===== src/rtl/mem_pkg.sv =====
// Shared definitions for the memory-access stage: width codes, FSM states,
// holding/WB payload records and the byte-enable helper.
package mem_pkg;

  localparam logic [2:0] F3_B  = 3'b000;
  localparam logic [2:0] F3_H  = 3'b001;
  localparam logic [2:0] F3_W  = 3'b010;
  localparam logic [2:0] F3_BU = 3'b100;
  localparam logic [2:0] F3_HU = 3'b101;

  typedef enum logic {
    IDLE = 1'b0,
    BUSY = 1'b1
  } state_e;

  // Operation captured when a memory access is accepted.
  typedef struct packed {
    logic [31:0] pc;
    logic [31:0] alu;
    logic [31:0] valu;
    logic [31:0] instr;
    logic [31:0] wdata;
    logic [4:0]  rd;
    logic [3:0]  be;
    logic [2:0]  f3;
    logic        rw;
    logic        mtr;
    logic        mr;
    logic        we;
  } hold_t;

  // MEM/WB pipeline register payload.
  typedef struct packed {
    logic [31:0] pc;
    logic [31:0] alu;
    logic [31:0] valu;
    logic [31:0] instr;
    logic [31:0] mdata;
    logic [4:0]  rd;
    logic        rw;
    logic        mtr;
    logic        flt;
  } wb_t;

  function automatic logic [3:0] byte_en(input logic [2:0] f3, input logic [1:0] a);
    case (f3)
      F3_B, F3_BU: byte_en = 4'b0001 << a;
      F3_H, F3_HU: byte_en = a[1] ? 4'b1100 : 4'b0011;
      F3_W:        byte_en = 4'b1111;
      default:     byte_en = 4'b0000;
    endcase
  endfunction

endpackage


===== src/rtl/mem_stage_lsu_align.sv =====
// Load-data extractor: picks the addressed byte/half and sign- or zero-extends.
module lsu_align
  import mem_pkg::*;
(
  input  logic [31:0] rdata_i,
  input  logic [1:0]  addr_lo_i,
  input  logic [2:0]  funct3_i,
  output logic [31:0] data_o
);

  logic [7:0]  byte_sel;
  logic [15:0] half_sel;

  // Lane selection followed by extension by width code.
  always_comb begin
    byte_sel = rdata_i[7:0];
    case (addr_lo_i)
      2'd0: byte_sel = rdata_i[7:0];
      2'd1: byte_sel = rdata_i[15:8];
      2'd2: byte_sel = rdata_i[23:16];
      2'd3: byte_sel = rdata_i[31:24];
      default: byte_sel = rdata_i[7:0];
    endcase
    half_sel = addr_lo_i[1] ? rdata_i[31:16] : rdata_i[15:0];
    case (funct3_i)
      F3_B:    data_o = {{24{byte_sel[7]}}, byte_sel};
      F3_H:    data_o = {{16{half_sel[15]}}, half_sel};
      F3_W:    data_o = rdata_i;
      F3_BU:   data_o = {24'h000000, byte_sel};
      F3_HU:   data_o = {16'h0000, half_sel};
      default: data_o = '0;
    endcase
  end

endmodule


===== src/rtl/mem_stage.sv =====
// MEM stage and MEM/WB register: request/ready data-memory handshake,
// fault detection, ready timeout and registered pass-through to WB.
module mem_stage
  import mem_pkg::*;
#(
  parameter int unsigned MAX_WAIT = 255
) (
  input  logic        clk_i,
  input  logic        rst_i,
  input  logic [31:0] instr_i,
  input  logic [31:0] pc_i,
  input  logic [31:0] ALUResult_i,
  input  logic [31:0] VALUResult_i,
  input  logic [31:0] RDData_i,
  input  logic [4:0]  RDaddr_i,
  input  logic        RegWrite_i,
  input  logic        MemToReg_i,
  input  logic        MemRead_i,
  input  logic        MemWrite_i,
  output logic        dmem_req_o,
  output logic        dmem_we_o,
  output logic [31:0] dmem_addr_o,
  output logic [3:0]  dmem_be_o,
  output logic [31:0] dmem_wdata_o,
  input  logic [31:0] dmem_rdata_i,
  input  logic        dmem_ready_i,
  output logic        stall_o,
  output logic [31:0] pc_o,
  output logic [31:0] ALUResult_o,
  output logic [31:0] VALUResult_o,
  output logic [31:0] instr_o,
  output logic [31:0] MemData_o,
  output logic [4:0]  RDaddr_o,
  output logic        RegWrite_o,
  output logic        MemToReg_o,
  output logic        mem_fault_o
);

  state_e      state_q, state_d;
  logic [15:0] cnt_q, cnt_d;
  hold_t       hold_q, hold_d;
  wb_t         wb_q, wb_d;

  logic [2:0]  f3;
  logic        bad;
  logic [31:0] wdata;
  logic [31:0] load_data;
  logic [16:0] cnt_inc;

  assign f3      = instr_i[14:12];
  assign cnt_inc = {1'b0, cnt_q} + 17'd1;

  lsu_align u_align (
    .rdata_i   (dmem_rdata_i),
    .addr_lo_i (hold_q.alu[1:0]),
    .funct3_i  (hold_q.f3),
    .data_o    (load_data)
  );

  // Legality of the incoming access and lane-replicated store data.
  always_comb begin
    bad = 1'b0;
    case (f3)
      F3_B:    bad = 1'b0;
      F3_H:    bad = ALUResult_i[0];
      F3_W:    bad = |ALUResult_i[1:0];
      F3_BU:   bad = MemWrite_i;
      F3_HU:   bad = MemWrite_i | ALUResult_i[0];
      default: bad = 1'b1;
    endcase
    if (MemRead_i && MemWrite_i) bad = 1'b1;
    case (f3)
      F3_B:    wdata = {4{RDData_i[7:0]}};
      F3_H:    wdata = {2{RDData_i[15:0]}};
      default: wdata = RDData_i;
    endcase
  end

  // Next-state, holding registers, WB payload and stall.
  always_comb begin
    state_d = state_q;
    cnt_d   = cnt_q;
    hold_d  = hold_q;
    wb_d    = wb_q;
    stall_o = 1'b0;
    case (state_q)
      IDLE: begin
        wb_d = '{pc: pc_i, alu: ALUResult_i, valu: VALUResult_i, instr: instr_i,
                 mdata: '0, rd: RDaddr_i, rw: RegWrite_i, mtr: MemToReg_i, flt: 1'b0};
        if (MemRead_i || MemWrite_i) begin
          if (bad) begin
            wb_d.rw  = 1'b0;
            wb_d.flt = 1'b1;
          end else begin
            stall_o = 1'b1;
            state_d = BUSY;
            cnt_d   = '0;
            hold_d  = '{pc: pc_i, alu: ALUResult_i, valu: VALUResult_i, instr: instr_i,
                        wdata: wdata, rd: RDaddr_i, be: byte_en(f3, ALUResult_i[1:0]),
                        f3: f3, rw: RegWrite_i, mtr: MemToReg_i, mr: MemRead_i,
                        we: MemWrite_i};
            wb_d.rw    = 1'b0;
            wb_d.mtr   = 1'b0;
            wb_d.instr = '0;
          end
        end
      end
      BUSY: begin
        stall_o = !dmem_ready_i;
        if (dmem_ready_i || cnt_inc == 17'(MAX_WAIT)) begin
          // A timeout is the last waiting cycle: stall is released and the
          // held instruction retires with a fault instead of load data.
          stall_o = 1'b0;
          state_d = IDLE;
          wb_d    = '{pc: hold_q.pc, alu: hold_q.alu, valu: hold_q.valu,
                      instr: hold_q.instr, mdata: '0, rd: hold_q.rd,
                      rw: hold_q.rw, mtr: hold_q.mtr, flt: 1'b0};
          if (dmem_ready_i) begin
            if (hold_q.mr) wb_d.mdata = load_data;
          end else begin
            wb_d.rw  = 1'b0;
            wb_d.flt = 1'b1;
          end
        end else begin
          cnt_d = cnt_q + 16'd1;
        end
      end
      default: state_d = IDLE;
    endcase
  end

  // State, counter, holding and MEM/WB registers.
  always_ff @(posedge clk_i or posedge rst_i) begin
    if (rst_i) begin
      state_q <= IDLE;
      cnt_q   <= '0;
      hold_q  <= '0;
      wb_q    <= '0;
    end else begin
      state_q <= state_d;
      cnt_q   <= cnt_d;
      hold_q  <= hold_d;
      wb_q    <= wb_d;
    end
  end

  assign dmem_req_o   = (state_q == BUSY);
  assign dmem_we_o    = hold_q.we;
  assign dmem_addr_o  = {hold_q.alu[31:2], 2'b00};
  assign dmem_be_o    = hold_q.be;
  assign dmem_wdata_o = hold_q.wdata;

  assign pc_o         = wb_q.pc;
  assign ALUResult_o  = wb_q.alu;
  assign VALUResult_o = wb_q.valu;
  assign instr_o      = wb_q.instr;
  assign MemData_o    = wb_q.mdata;
  assign RDaddr_o     = wb_q.rd;
  assign RegWrite_o   = wb_q.rw;
  assign MemToReg_o   = wb_q.mtr;
  assign mem_fault_o  = wb_q.flt;

endmodule


===== config.mk =====
export PLATFORM = sky130hd
export DESIGN_NAME = mem_stage
export DESIGN_NICKNAME = d
export VERILOG_FILES = /design/src/rtl/mem_pkg.sv /design/src/rtl/mem_stage_lsu_align.sv /design/src/rtl/mem_stage.sv
export SDC_FILE = /design/constraint.sdc
export NUM_CORES = 1
export LEC_CHECK = 0
export BUFFER_PORTS_ARGS = -buffer_cell sky130_fd_sc_hd__buf_2
export CORE_MARGIN = 1
export CORE_UTILIZATION = 49
export DETAILED_ROUTE_END_ITERATION = 10
export PLACE_DENSITY = 0.85
export SYNTH_ARGS = -nofsm -noshare
export SYNTH_HDL_FRONTEND = slang
export SYNTH_SLANG_ARGS = --single-unit

===== constraint.sdc =====
create_clock -name clk_i -period 9.5 [get_ports clk_i]
set_input_delay 0.475 -clock clk_i [delete_from_list [all_inputs] [get_ports clk_i]]
set_output_delay 0.475 -clock clk_i [all_outputs]
set_load 0.01 [all_outputs]

==> out/metrics.yaml <==
cells_and_area:
  mostFrequentLayoutCells: "nand2_1 (504), buf_2 (439), dfrtp_1 (357)"
  fin_nets: 2476
  mostFrequentLayoutCell: "nand2_1"
  layout.cells.non_filler: 2776
  design_area_um2: 21410
  layout-drive-gt1-share_pct: 23.85
  fillers: 3124
  areaGrowthSynthToFinish_pct: 17.18
  post-route-util_pct: 58.48
status:
  outcome: "finished, final reports clean"
sta:
  slew_viol_final: 0
  slew-limit-headroom_pct: 17.26
  finalWorstSetupSlack_ns: 4.936
  period_share_pct: 48.04
  layout_min_cycle_time_ns: 4.564
  setup_tns_ns: 0
  finalClockSkew_ns: 0.01891
  grt_setup_unrepaired: "false"
  finalSetupViolCount: 0
  fmax_ghz: 0.2191
  worst_pin_slew_ns: 1.241
  final-hold-violation-count: 0
setup_path:
  critPathKind: "reg -> out"
  cp_slowest_cell: "o21ai_4"
  cp-start-kind: "register"
  crit_family: "simple AND/OR/NAND/NOR gates"
  path_max_fanout: 39
  crit_chain: "nand4_1 > nor4_1 > xor2_1 > or4b_4 > o21ai_4 > nand2_1 > buf_2"
  worstSetupEndpointType: "output pin"
  rr_startpoint: "cnt_q[1]"
  worst_path_largest_cell_delay_ns: 0.83
  rr_worst_depth: 8
  path_buf_inv: 1
  crit_arrival_ns: 4.09
  crit_required_ns: 9.03
  rr_endpoint: "instr_o[9]"
  r2r_slack_ns: 5.14
route:
  wl_per_cell_um: 19.85
  dr.pass1.iters: 8
  postRouteWirelength_um: 55100
  ant_nets: 0
  vias: 16970
  drt_iter0_drc: 1437
  drc: 0
  vias_per_cell: 6.114
placed_design:
  dpl.hpwl_um: 34530
  place_inst: 2696
  place.gp.congestion: 0.8813
  port-buffer-count: 440
  pre_cts_slack_ns: 5.221
  dpl-instance-area_um2: 20020
yosys:
  synth_area_leaders: "dfrtp_1 (49%), nand2_1 (10%), nand4_1 (3.8%)"
  synth_largest_area_cell: "dfrtp_1"
  syn_inst: 2038
  synth-main-ff-cell: "dfrtp_1"
  syn_area_per_cell_um2: 8.965
  ys_async_sr_fraction_pct: 100.0
  ys_types: 61
  yosysSeqAreaShare_pct: 49.03
  synthDominantCellAreaShare_pct: 49.03
  yosys_warnings: 0
  synth_area_um2: 18270
  synth-edff-count: 0
  synth_seq_cells: 358
die:
  die_x_um: 195.1
  core-area_um2: 36610
  die-area_um2: 38060
  fp.dieH_um: 195.1
  start_util_pct: 49.90
  num_rows: 70
  io_pins: 443
pwr:
  peakVddDrop_mv: 0.2022
  p_switching_mw: 1.558
  p_per_area_nw_per_um2: 223.1
  clkPwrFrac_pct: 33.8
  cellLeakagePower_nw: 10.17
  internal-power_mw: 3.219
  swShare_pct: 32.61
  seqPwrFrac_pct: 44.0
  pwr-share-comb_pct: 22.2
global_routing:
  grt_start_max_net_pins: 256
  antenna_found_initial: 7
  overflow: 0
  grt_pass1_wl_um: 87640
  track_usage_pct: 28.48
  grt_pass1_vias: 16220
worst_hold_path:
  hold_class: "in -> async"
clock_tree:
  cts_sinks: 358
  cts_buffer_depth: 3
  post_cts_buffers: 0
  holdBufCountCts: 0
  clkLatencyLatePin_ns: 0.56
  cts_tree: "yes"
  numCtsBuffers: 40
  htree_levels: 2
  clk_pin_slew_ns: 0.06
  cts_root_buffer: "clkbuf_16"
  cts_resized: 0
run:
  drv_cap: 0
## worst reg2reg max path, delay by kind of cell, from the launching register on
kind / cells / cell delay (ns)
AOI/OAI and AO/OA: 3 / 1.34
DFF: 1 / 0.44
adders and majority gates: 1 / 0.30
buffers and inverters: 1 / 0.81
and+or+nand+nor: 3 / 1.37
## power by group through the flow
stage               clock network, mW  logic [mW]  registers (mW)
floorplan                           0       0.743            2.08
global placement                    0        1.01            2.09
detailed placement                  0        1.06            2.12
CTS                              1.65        1.06            2.10
global route                     1.70        1.18            2.14
finish                           1.61        1.06            2.10
## through the flow
stage | hold WS (ns) | power [mW]
5_1_grt | 0.09617 | 5.013
3_3_place_gp | 0.4562 | 3.107
6_report | 0.06992 | 4.777
2_1_floorplan | 0.4460 | 2.823
3_5_place_dp | 0.4615 | 3.177
4_1_cts | 0.05858 | 4.805
## state kept, by name, summed over array words and instances (netlist names)
signal / flops
ALUResult_o: 32
MemData_o: 32
MemToReg_o: 1
RDaddr_o: 5
RegWrite_o: 1
VALUResult_o: 32
cnt_q: 16
dmem_addr_o: 30
dmem_be_o: 4
dmem_req_o: 1
dmem_wdata_o: 32
dmem_we_o: 1
hold_q: 106
instr_o: 32
mem_fault_o: 1
pc_o: 32
## area by class of cell
class                      count  area, µm²  share of cell area, %
inverter                      18      71.32                 0.3331
antenna                        6      15.01                0.07013
sequential                   358       8962                  41.86
timing repair buffer         460       2392                  11.17
multi-input combinational   1392       8006                  37.40
clock inverter                14      196.4                 0.9176
tap                          468      585.6                  2.735
clock buffer                  60       1179                  5.506
## routing by layer
layer	GRT usage (%)	vias to the layer above	routed length (µm)
met3	6.891	163	4951
li1	-	7725	-
met1	36.96	8213	21720
met2	45.28	869	26060
met4	12.77	2	2356
met5	0	-	13
## how the worst max path moves through the flow
stage	end	slack, ns	start	depth (start not counted)
2_1_floorplan	ALUResult_o[0]	4.23	rst_i	1
3_3_place_gp	instr_o[4]	5.32	cnt_q[0]	8
3_5_place_dp	instr_o[30]	5.22	cnt_q[0]	8
4_1_cts	stall_o	4.94	cnt_q[2]	7
5_1_grt	stall_o	4.67	cnt_q[2]	7
6_report	stall_o	4.94	cnt_q[2]	7
## kinds of logic after synthesis
group                      synth area share, %
adders and majority gates               0.1369
other                                  0.02053
xor gates and xnor gates                0.3356
and+or+nand+nor                          22.67
buffers and inverters                    7.492
DFF                                      49.03
AOI/OAI and AO/OA                        17.20
muxes                                    3.116
## cells in the mapped netlist, types with 3 or more instances
cell type    n
mux2_2       7
o31ai_1      3
buf_4       68
nand2b_1     4
nand2_1    504
a31oi_1    103
mux2_1       8
a21oi_1     32
o21a_1       4
nand4_1    111
xor2_1       5
o21ai_0     59
o2111ai_1   73
nor2b_1    108
nor4_1       3
nor3_1       6
dfrtp_1    358
clkbuf_1   158
mux2i_1     40
a221oi_1    15
o2bb2ai_1   25
a32oi_1     19
buf_1       27
nand3_1    110
o211ai_1    72
o21bai_1     3
nor2_1      22
nor3b_1      3
buf_2       17
inv_1       18
a22o_1      14
Power figures use the tool's default switching activity.
